===== src/rtl/vend_pkg.sv =====
// vend_pkg: shared types and constants for the vend_controller sale sequencer.
//   - state_t        : sequencer states
//   - COIN_*         : coin codes driven on coin_code
//   - coin_value()   : cents for a coin code (0 for unused codes)
//   - item_price()   : fixed price table, item 7 is not for sale (price 0)
package vend_pkg;

  typedef enum logic [2:0] {
    S_IDLE   = 3'd0,
    S_CHECK  = 3'd1,
    S_VEND   = 3'd2,
    S_CHANGE = 3'd3,
    S_DONE   = 3'd4
  } state_t;

  localparam int NUM_COINS = 5;

  // Coin code n (1..5) maps to availability/inventory slot n-1.
  localparam logic [2:0] COIN_NONE = 3'b000;
  localparam logic [2:0] COIN_5    = 3'b001;
  localparam logic [2:0] COIN_10   = 3'b010;
  localparam logic [2:0] COIN_25   = 3'b011;
  localparam logic [2:0] COIN_50   = 3'b100;
  localparam logic [2:0] COIN_100  = 3'b101;

  localparam logic [8:0] VAL_5   = 9'd5;
  localparam logic [8:0] VAL_10  = 9'd10;
  localparam logic [8:0] VAL_25  = 9'd25;
  localparam logic [8:0] VAL_50  = 9'd50;
  localparam logic [8:0] VAL_100 = 9'd100;

  function automatic logic [8:0] coin_value(input logic [2:0] code);
    case (code)
      COIN_5:   return VAL_5;
      COIN_10:  return VAL_10;
      COIN_25:  return VAL_25;
      COIN_50:  return VAL_50;
      COIN_100: return VAL_100;
      default:  return 9'd0;
    endcase
  endfunction

  function automatic logic [8:0] item_price(input logic [2:0] item);
    case (item)
      3'd0:    return 9'd50;
      3'd1:    return 9'd65;
      3'd2:    return 9'd75;
      3'd3:    return 9'd100;
      3'd4:    return 9'd125;
      3'd5:    return 9'd150;
      3'd6:    return 9'd200;
      default: return 9'd0;
    endcase
  endfunction

endpackage


===== src/rtl/vend_if.sv =====
// vend_if: handshake bundle between the sale sequencer and its neighbours.
//   selection : sel_valid/sel_item in, sel_ready out
//   dispense  : vend_valid/vend_item out, vend_ready in
//   change    : coin_valid/coin_code out, coin_ready in
// master = the controller, slave = selector panel / dispenser / coin ejector.
interface vend_if;
  logic       sel_valid;
  logic [2:0] sel_item;
  logic       sel_ready;
  logic       vend_valid;
  logic [2:0] vend_item;
  logic       vend_ready;
  logic       coin_valid;
  logic [2:0] coin_code;
  logic       coin_ready;

  modport master (
    input  sel_valid, sel_item, vend_ready, coin_ready,
    output sel_ready, vend_valid, vend_item, coin_valid, coin_code
  );

  modport slave (
    output sel_valid, sel_item, vend_ready, coin_ready,
    input  sel_ready, vend_valid, vend_item, coin_valid, coin_code
  );
endinterface


===== src/rtl/vend_change_selector.sv =====
// vend_change_selector: combinational greedy coin picker.
//   remaining : cents still owed
//   avail     : bit n set when coin code n+1 may be paid
//   code/value: largest available coin not exceeding remaining
//   none      : no such coin (remaining 0, a 1-4 cent residue, or supply out)
module vend_change_selector
  import vend_pkg::*;
(
  input  logic [8:0]           remaining,
  input  logic [NUM_COINS-1:0] avail,
  output logic [2:0]           code,
  output logic [8:0]           value,
  output logic                 none
);

  // Codes increase with value, so scanning from the top slot down is greedy.
  always_comb begin
    none  = 1'b1;
    code  = COIN_NONE;
    value = '0;
    for (int i = NUM_COINS - 1; i >= 0; i--) begin
      if (none && avail[i] && (coin_value(3'(i + 1)) <= remaining)) begin
        none  = 1'b0;
        code  = 3'(i + 1);
        value = coin_value(3'(i + 1));
      end
    end
  end

endmodule


===== src/rtl/vend_controller.sv =====
// vend_controller: sale sequencer behind the coin payment stage.
// Snapshots credit on a selection, checks it against the price table, issues
// a vend request, then pays change (or a full refund) one coin at a time.
//   clk, reset      : clock, asynchronous active-high reset
//   credit          : accumulated credit (cents) from the payment stage
//   accept_en       : upstream accumulation enable (high only in IDLE)
//   cancel          : refund request, honoured in IDLE with nonzero credit
//   err_credit      : one-cycle pulse, sale rejected
//   change_short    : one-cycle pulse, change could not be completed
//   busy            : high outside IDLE
//   bus             : selection / dispense / coin handshakes (vend_if.master)
// Build option VEND_CHANGE_INVENTORY_EN adds inv_load/inv_code/inv_count and
// a per-denomination coin count that gates the greedy selection.
module vend_controller
  import vend_pkg::*;
(
  input  logic       clk,
  input  logic       reset,
  input  logic [8:0] credit,
  output logic       accept_en,
  input  logic       cancel,
  output logic       err_credit,
  output logic       change_short,
  output logic       busy,
  vend_if.master     bus
`ifdef VEND_CHANGE_INVENTORY_EN
  ,
  input  logic       inv_load,
  input  logic [2:0] inv_code,
  input  logic [7:0] inv_count
`endif
);

  state_t     state, state_nxt;
  logic [8:0] rem_q, rem_nxt;
  logic [2:0] item_q, item_nxt;
  logic       err_nxt, short_nxt;

  logic [NUM_COINS-1:0] avail;
  logic [2:0]           sel_code;
  logic [8:0]           sel_value;
  logic                 sel_none;
  logic                 coin_offer;

  vend_change_selector u_sel (
    .remaining (rem_q),
    .avail     (avail),
    .code      (sel_code),
    .value     (sel_value),
    .none      (sel_none)
  );

  // A coin is offered only from registered state, so coin_valid/coin_code
  // have no path from any input and hold steady while the ejector stalls.
  assign coin_offer = (state == S_CHANGE) && (rem_q != '0) && !sel_none;

`ifdef VEND_CHANGE_INVENTORY_EN
  logic [NUM_COINS-1:0][7:0] inv_cnt;
  logic                      coin_hs;

  assign coin_hs = coin_offer && bus.coin_ready;

  always_ff @(posedge clk or posedge reset) begin
    if (reset) begin
      inv_cnt <= '0;
    end else if ((state == S_IDLE) && inv_load &&
                 (inv_code >= COIN_5) && (inv_code <= COIN_100)) begin
      inv_cnt[inv_code - 3'd1] <= inv_count;
    end else if (coin_hs) begin
      inv_cnt[sel_code - 3'd1] <= inv_cnt[sel_code - 3'd1] - 8'd1;
    end
  end

  always_comb begin
    avail = '0;
    for (int i = 0; i < NUM_COINS; i++) avail[i] = (inv_cnt[i] != 8'd0);
  end
`else
  assign avail = '1;
`endif

  always_ff @(posedge clk or posedge reset) begin
    if (reset) begin
      state        <= S_IDLE;
      rem_q        <= '0;
      item_q       <= '0;
      err_credit   <= 1'b0;
      change_short <= 1'b0;
    end else begin
      state        <= state_nxt;
      rem_q        <= rem_nxt;
      item_q       <= item_nxt;
      err_credit   <= err_nxt;
      change_short <= short_nxt;
    end
  end

  always_comb begin
    state_nxt = state;
    rem_nxt   = rem_q;
    item_nxt  = item_q;
    err_nxt   = 1'b0;
    short_nxt = 1'b0;
    case (state)
      S_IDLE: begin
        if (cancel && (credit != '0)) begin
          rem_nxt   = credit;
          state_nxt = S_CHANGE;
        end else if (bus.sel_valid) begin
          // rem_q holds the credit snapshot until CHECK prices it.
          item_nxt  = bus.sel_item;
          rem_nxt   = credit;
          state_nxt = S_CHECK;
        end
      end
      S_CHECK: begin
        if ((item_price(item_q) == '0) || (rem_q < item_price(item_q))) begin
          err_nxt   = 1'b1;
          state_nxt = S_CHANGE;
        end else begin
          rem_nxt   = rem_q - item_price(item_q);
          state_nxt = S_VEND;
        end
      end
      S_VEND: begin
        if (bus.vend_ready) state_nxt = (rem_q == '0) ? S_DONE : S_CHANGE;
      end
      S_CHANGE: begin
        if (rem_q == '0) begin
          state_nxt = S_DONE;
        end else if (sel_none) begin
          short_nxt = 1'b1;
          state_nxt = S_DONE;
        end else if (bus.coin_ready) begin
          rem_nxt = rem_q - sel_value;
          if (rem_q == sel_value) state_nxt = S_DONE;
        end
      end
      S_DONE:  state_nxt = S_IDLE;
      default: state_nxt = S_IDLE;
    endcase
  end

  assign accept_en      = (state == S_IDLE);
  assign bus.sel_ready  = (state == S_IDLE);
  assign busy           = (state != S_IDLE);
  assign bus.vend_valid = (state == S_VEND);
  assign bus.vend_item  = (state == S_VEND) ? item_q : 3'd0;
  assign bus.coin_valid = coin_offer;
  assign bus.coin_code  = coin_offer ? sel_code : COIN_NONE;

endmodule


===== src/flat_wrapper.sv =====
// flat-port wrapper written by rule: the top's interface ports become plain ports
module vend_controller_flat import vend_pkg::*;
  (clk, reset, credit, accept_en, cancel, err_credit, change_short, busy, bus_sel_valid, bus_sel_item, bus_vend_ready, bus_coin_ready, bus_sel_ready, bus_vend_valid, bus_vend_item, bus_coin_valid, bus_coin_code);
  vend_if bus_i ();
  input  logic clk;
  input  logic reset;
  input  logic [8:0] credit;
  output logic accept_en;
  input  logic cancel;
  output logic err_credit;
  output logic change_short;
  output logic busy;
  input wire logic [$bits(bus_i.sel_valid)-1:0] bus_sel_valid;
  input wire logic [$bits(bus_i.sel_item)-1:0] bus_sel_item;
  input wire logic [$bits(bus_i.vend_ready)-1:0] bus_vend_ready;
  input wire logic [$bits(bus_i.coin_ready)-1:0] bus_coin_ready;
  output wire logic [$bits(bus_i.sel_ready)-1:0] bus_sel_ready;
  output wire logic [$bits(bus_i.vend_valid)-1:0] bus_vend_valid;
  output wire logic [$bits(bus_i.vend_item)-1:0] bus_vend_item;
  output wire logic [$bits(bus_i.coin_valid)-1:0] bus_coin_valid;
  output wire logic [$bits(bus_i.coin_code)-1:0] bus_coin_code;
  assign bus_i.sel_valid = bus_sel_valid;
  assign bus_i.sel_item = bus_sel_item;
  assign bus_i.vend_ready = bus_vend_ready;
  assign bus_i.coin_ready = bus_coin_ready;
  assign bus_sel_ready = bus_i.sel_ready;
  assign bus_vend_valid = bus_i.vend_valid;
  assign bus_vend_item = bus_i.vend_item;
  assign bus_coin_valid = bus_i.coin_valid;
  assign bus_coin_code = bus_i.coin_code;
  vend_controller u_core (.clk(clk), .reset(reset), .credit(credit), .accept_en(accept_en), .cancel(cancel), .err_credit(err_credit), .change_short(change_short), .busy(busy), .bus(bus_i));
endmodule

===== config.mk =====
export PLATFORM = sky130hd
export DESIGN_NAME = vend_controller_flat
export DESIGN_NICKNAME = d
export VERILOG_FILES = /design/src/rtl/vend_pkg.sv /design/src/rtl/vend_if.sv /design/src/rtl/vend_change_selector.sv /design/src/rtl/vend_controller.sv /design/src/flat_wrapper.sv
export SDC_FILE = /design/constraint.sdc
export NUM_CORES = 1
export LEC_CHECK = 0
export ABC_CLOCK_PERIOD_IN_PS = 6000
export CAP_MARGIN = 20
export CORE_MARGIN = 10
export CORE_UTILIZATION = 40
export CTS_CLUSTER_DIAMETER = 50
export CTS_CLUSTER_SIZE = 28
export DETAILED_ROUTE_END_ITERATION = 10
export GPL_TIMING_DRIVEN = 0
export PLACE_DENSITY = 0.73
export SYNTH_ARGS = -nofsm -noshare
export SYNTH_HDL_FRONTEND = slang
export SYNTH_HIERARCHICAL = 1
export SYNTH_SLANG_ARGS = --single-unit

===== constraint.sdc =====
create_clock -name clk -period 6 [get_ports clk]
set_clock_uncertainty 0.2 [all_clocks]
set_input_delay 1.2 -clock clk [delete_from_list [all_inputs] [get_ports clk]]
set_output_delay 1.2 -clock clk [all_outputs]
set_load 0.005 [all_outputs]

==> results.md <==
- The count of cells along the worst hold path is 2.
- Hold repair after CTS inserted 0 buffers.
- The number of warnings issued by yosys is 6.
- The post-synthesis area per instance is 7.700 um2.
- The share of the Yosys chip area taken by registers is 0.2077.
- The setup fix buffers added after clock tree synthesis is 0.
- Of the post-synthesis cell area, the part taken by muxes is 0.02871.
- The maximum number of pins on one net before global-route repair is 18.
- The data arrival time at the worst-slack endpoint is 3140 ps.
- Of the total power, registers draw 0.174.
- The first routing iteration left about 160 violations.
- The worst path needs about 4500 ps of the cycle, external delays included.
- The logic depth of the worst register-to-register path is 13.
- The maximum fanout along the worst path is 7.
- The first-pass iteration count of the detailed router is 4.
- Cell internal power was estimated by the tool at 799.1 uW.
- Of the available clock period, the critical path in the final layout requires 0.7560.
- In the synthesized netlist the dominant register cell turns out to be sky130_fd_sc_hd__dfrtp_1.
- The fraction of post-synthesis cell area in the top cell type by area is 0.2077.
- Timing would allow up to between 200 and 250 MHz.
- Of the total synthesized cell area, the portion taken by full adders, half adders and majority gates is 0.1173.
- The synthesized design contains 17 register bits.
- The top cell type by total area after synthesis is sky130_fd_sc_hd__dfrtp_1.
- For the worst setup path, the data required time is about 4600 ps.
- Once the clock tree was built, the resizer swapped 0 gates to a different size.
- The final number of max-transition violations is 0.
- The post-route cell area is about 0.0025 mm2.
- STA classifies the critical path endpoint as an output pin.
- The flow ran to the end, and the final reports show no timing, DRC or antenna violations.
- Sorting the synthesized cells by area gives the leading types as sky130_fd_sc_hd__dfrtp_1 21%, sky130_fd_sc_hd__ha_1 9.8%, sky130_fd_sc_hd__a21oi_1 5.1%.
- The share of synthesized flip-flops with an asynchronous set or reset is 1.000.
- The average wire per standard cell is ~16 um.
- The total detailed-routing wirelength is ~5800 um.
- Setup repair after global routing left no endpoint under its margin.
- In this run the horizontal extent of the chip is between 90 and 100 um.
- The final layout contains 342 nets.
- The die footprint is around 0.0084 mm2.
- The per-cell via count in the routed design is between 5 and 6.
- The library cell used most frequently in the layout, excluding fill and tap cells, is sky130_fd_sc_hd__clkdlybuf4s50_1.
- The clock transition at the registers of the reported paths is about 70 ps.
- The number of diodes is 0.
- The final number of setup-violating endpoints is 0.
- Once routing completed, OpenROAD measured the worst setup slack at 1464 ps.
- TritonCTS built the clock tree.
- Of the total power, the share spent switching nets is 0.5138.
- The transition at the pin with the smallest max-transition slack is around 720 ps.
- Port buffering added 30 buffers.
- The post-synthesis simple-gate area fraction is 0.2376.
- Of the total synthesized cell area, the portion taken by XOR and XNOR cells is 0.04704.
- After global routing the overflow that remains totals 0.
- For the worst-skew pair, the clock arrives at the later sink with an insertion delay of ~260 ps.
- The class of the tightest hold or removal check is reg2reg.
- Of the total power, combinational logic draws 0.772.
- The count of unresolved DRC violations after routing is 0.
- The synthesized netlist contains 61 unique library cells.
- After floorplanning, the core was divided into 25 placement rows.
- The HPWL after detailed placement is 4609 um.
- After detailed placement, the total cell area comes to approximately 0.0025 mm2.
- Counting the buffers created by CTS gives 3.
- The netlist area before placement is 0.002048 mm2.
- Routability-driven placement finished with a final weighted congestion of a little under 0.9.
- In this run the tightest slew margin relative to its limit is 0.5168.
- The via count of the first global-routing pass came to approximately 1900.
- The start-to-end type of the worst setup path is reg2out.
- The library cells used most frequently in the layout, excluding fill and tap cells, are 30 x sky130_fd_sc_hd__clkdlybuf4s50_1, 24 x sky130_fd_sc_hd__inv_1, 24 x sky130_fd_sc_hd__nand2_1.
- The first-pass GRT wire length is just over 9000 um.
- The number of enable-type register cells in the synthesized netlist is 0.
- The number of maximum-capacitance constraint violations is 0.
- The share of final-layout standard cells stronger than drive strength 1 is 0.07869.
- Measured on the finished design, the core utilization comes to 0.5151.
- The final hold violation count was 0.
- The combinational family with the most area after synthesis is compound AO/OA/AOI/OAI gates.
- For this block, the via count after detailed routing is 2034.
- After technology mapping, the gate count stands at 266.
- The analysis attributes to net switching a power of 844.4 uW.
- Summed over all failing endpoints, the final setup total negative slack is 0 ps.
- The number of levels the H-tree was split into is 1.
- During I/O placement, the number of pins put on the boundary was 31.
- In this run the remaining antenna-violating nets after routing total 0.
- The fraction of the mapped netlist area in compound gates is 0.2810.
- The total power divided by cell area is about 660 mW/mm2.
- The fraction of power consumed by the clock network is 0.054.
- The clock drives 17 sinks.
- The placeable core region is a little under 0.005 mm2.
- The leakage dissipation is approximately 1.1 nW.
- The starting utilization of the core area is 0.4225.
- STA classifies the critical path startpoint as a flip-flop.
- The layout-stage area growth over the synthesis result is 21.93%.
- The maximum resistive drop on vdd is between 0.2 and 0.3 mV.
- The vertical die dimension is between 90 and 100 um.
- The largest buffer count on any clock path is 2.
- The number of antenna violations at the first check in global routing is 0.
- The cell chosen for the clock root is sky130_fd_sc_hd__clkbuf_8.
- The post-place setup slack is about 1800 ps.
- In the global route stage, overall resource usage came out at 0.1335.
- The hold slack is around 420 ps.
-- routing by layer --
metal	vias to the layer above	routed length, um	track usage	share of wire
met5	-	0	0	0
met4	0	102	0.04700	0.018
met3	10	374	0.03704	0.064
met2	57	2592	0.2091	0.45
met1	937	2747	0.1704	0.47
li1	1030	-	-	-
-- final cells by class --
cell class	instances	area [um2]
Buffer	11	67.56
Sequential cell	17	425.4
Clock inverter	1	5.005
Timing Repair Buffer	30	300.3
Fill cell	480	2351
Inverter	24	90.09
Multi-Input combinational cell	219	1484
Tap cell	67	83.83
Clock buffer	3	41.29
-- worst max-delay path, stage by stage, from the launching register on --
cell and delay, ps:
sky130_fd_sc_hd__dfrtp_1 520, sky130_fd_sc_hd__or4_4 590, sky130_fd_sc_hd__o31ai_2 400, sky130_fd_sc_hd__nand2_1 120, sky130_fd_sc_hd__nor3_1 390, sky130_fd_sc_hd__a311oi_1 180, sky130_fd_sc_hd__and2_1 230, sky130_fd_sc_hd__clkdlybuf4s50_1 440
-- final timing paths --
check	slack, ps	end	from
setup / recovery	1460	bus_coin_code[0]	u_core/rem_q[6]
hold / removal	420	u_core/rem_q[0]	u_core/rem_q[0]
setup reg to reg	2090	u_core/rem_q[4]	u_core/rem_q[6]
hold reg to reg	420	u_core/rem_q[0]	u_core/rem_q[0]
max in group asynchronous	3990	u_core/rem_q[3]	reset
min in group asynchronous	1150	u_core/item_q[1]	reset
-- state kept, by name, indices dropped and copies added (netlist names) --
name	cells
u_core/rem_q	9
u_core/item_q	3
u_core/state	3
u_core/change_short	1
u_core/err_credit	1
-- power groups by stage --
stage	logic, mW	registers [mW]	clock network, mW
after CTS	1.26	0.282	0.0921
after floorplan	0.969	0.242	0
after detailed placement	1.25	0.285	0
final	1.27	0.286	0.0894
after global routing	1.41	0.293	0.0969
after global placement	1.24	0.281	0
-- Yosys cell counts, drive strengths merged, types with 5 or more instances --
cell type	number
inv	24
nand2	24
nor2	24
a21oi	22
dfrtp	17
o21ai	17
ha	16
nor3	10
and2	6
and3	6
buf	6
nand3	6
xnor2	6
a21o	5
clkbuf	5
xor2	5
-- cell families (layout without fill, tap and decap cells) --
family / count (synthesis) / count (layout)
AND/OR/NAND/NOR: 97 / 97
AO/OA/AOI/OAI: 81 / 81
buffers and inverters: 35 / 69
adder cells (fa/ha/maj): 18 / 18
flip-flops: 17 / 17
XOR/XNOR: 11 / 11
multiplexers: 5 / 5
other: 2 / 7
-- per-stage QoR --
step	instances	power, mW
floorplan	271	1.211
global placement	368	1.518
detailed placement	368	1.536
CTS	372	1.634
global route	372	1.802
finish	372	1.644
(Power assumes the default switching activity.)
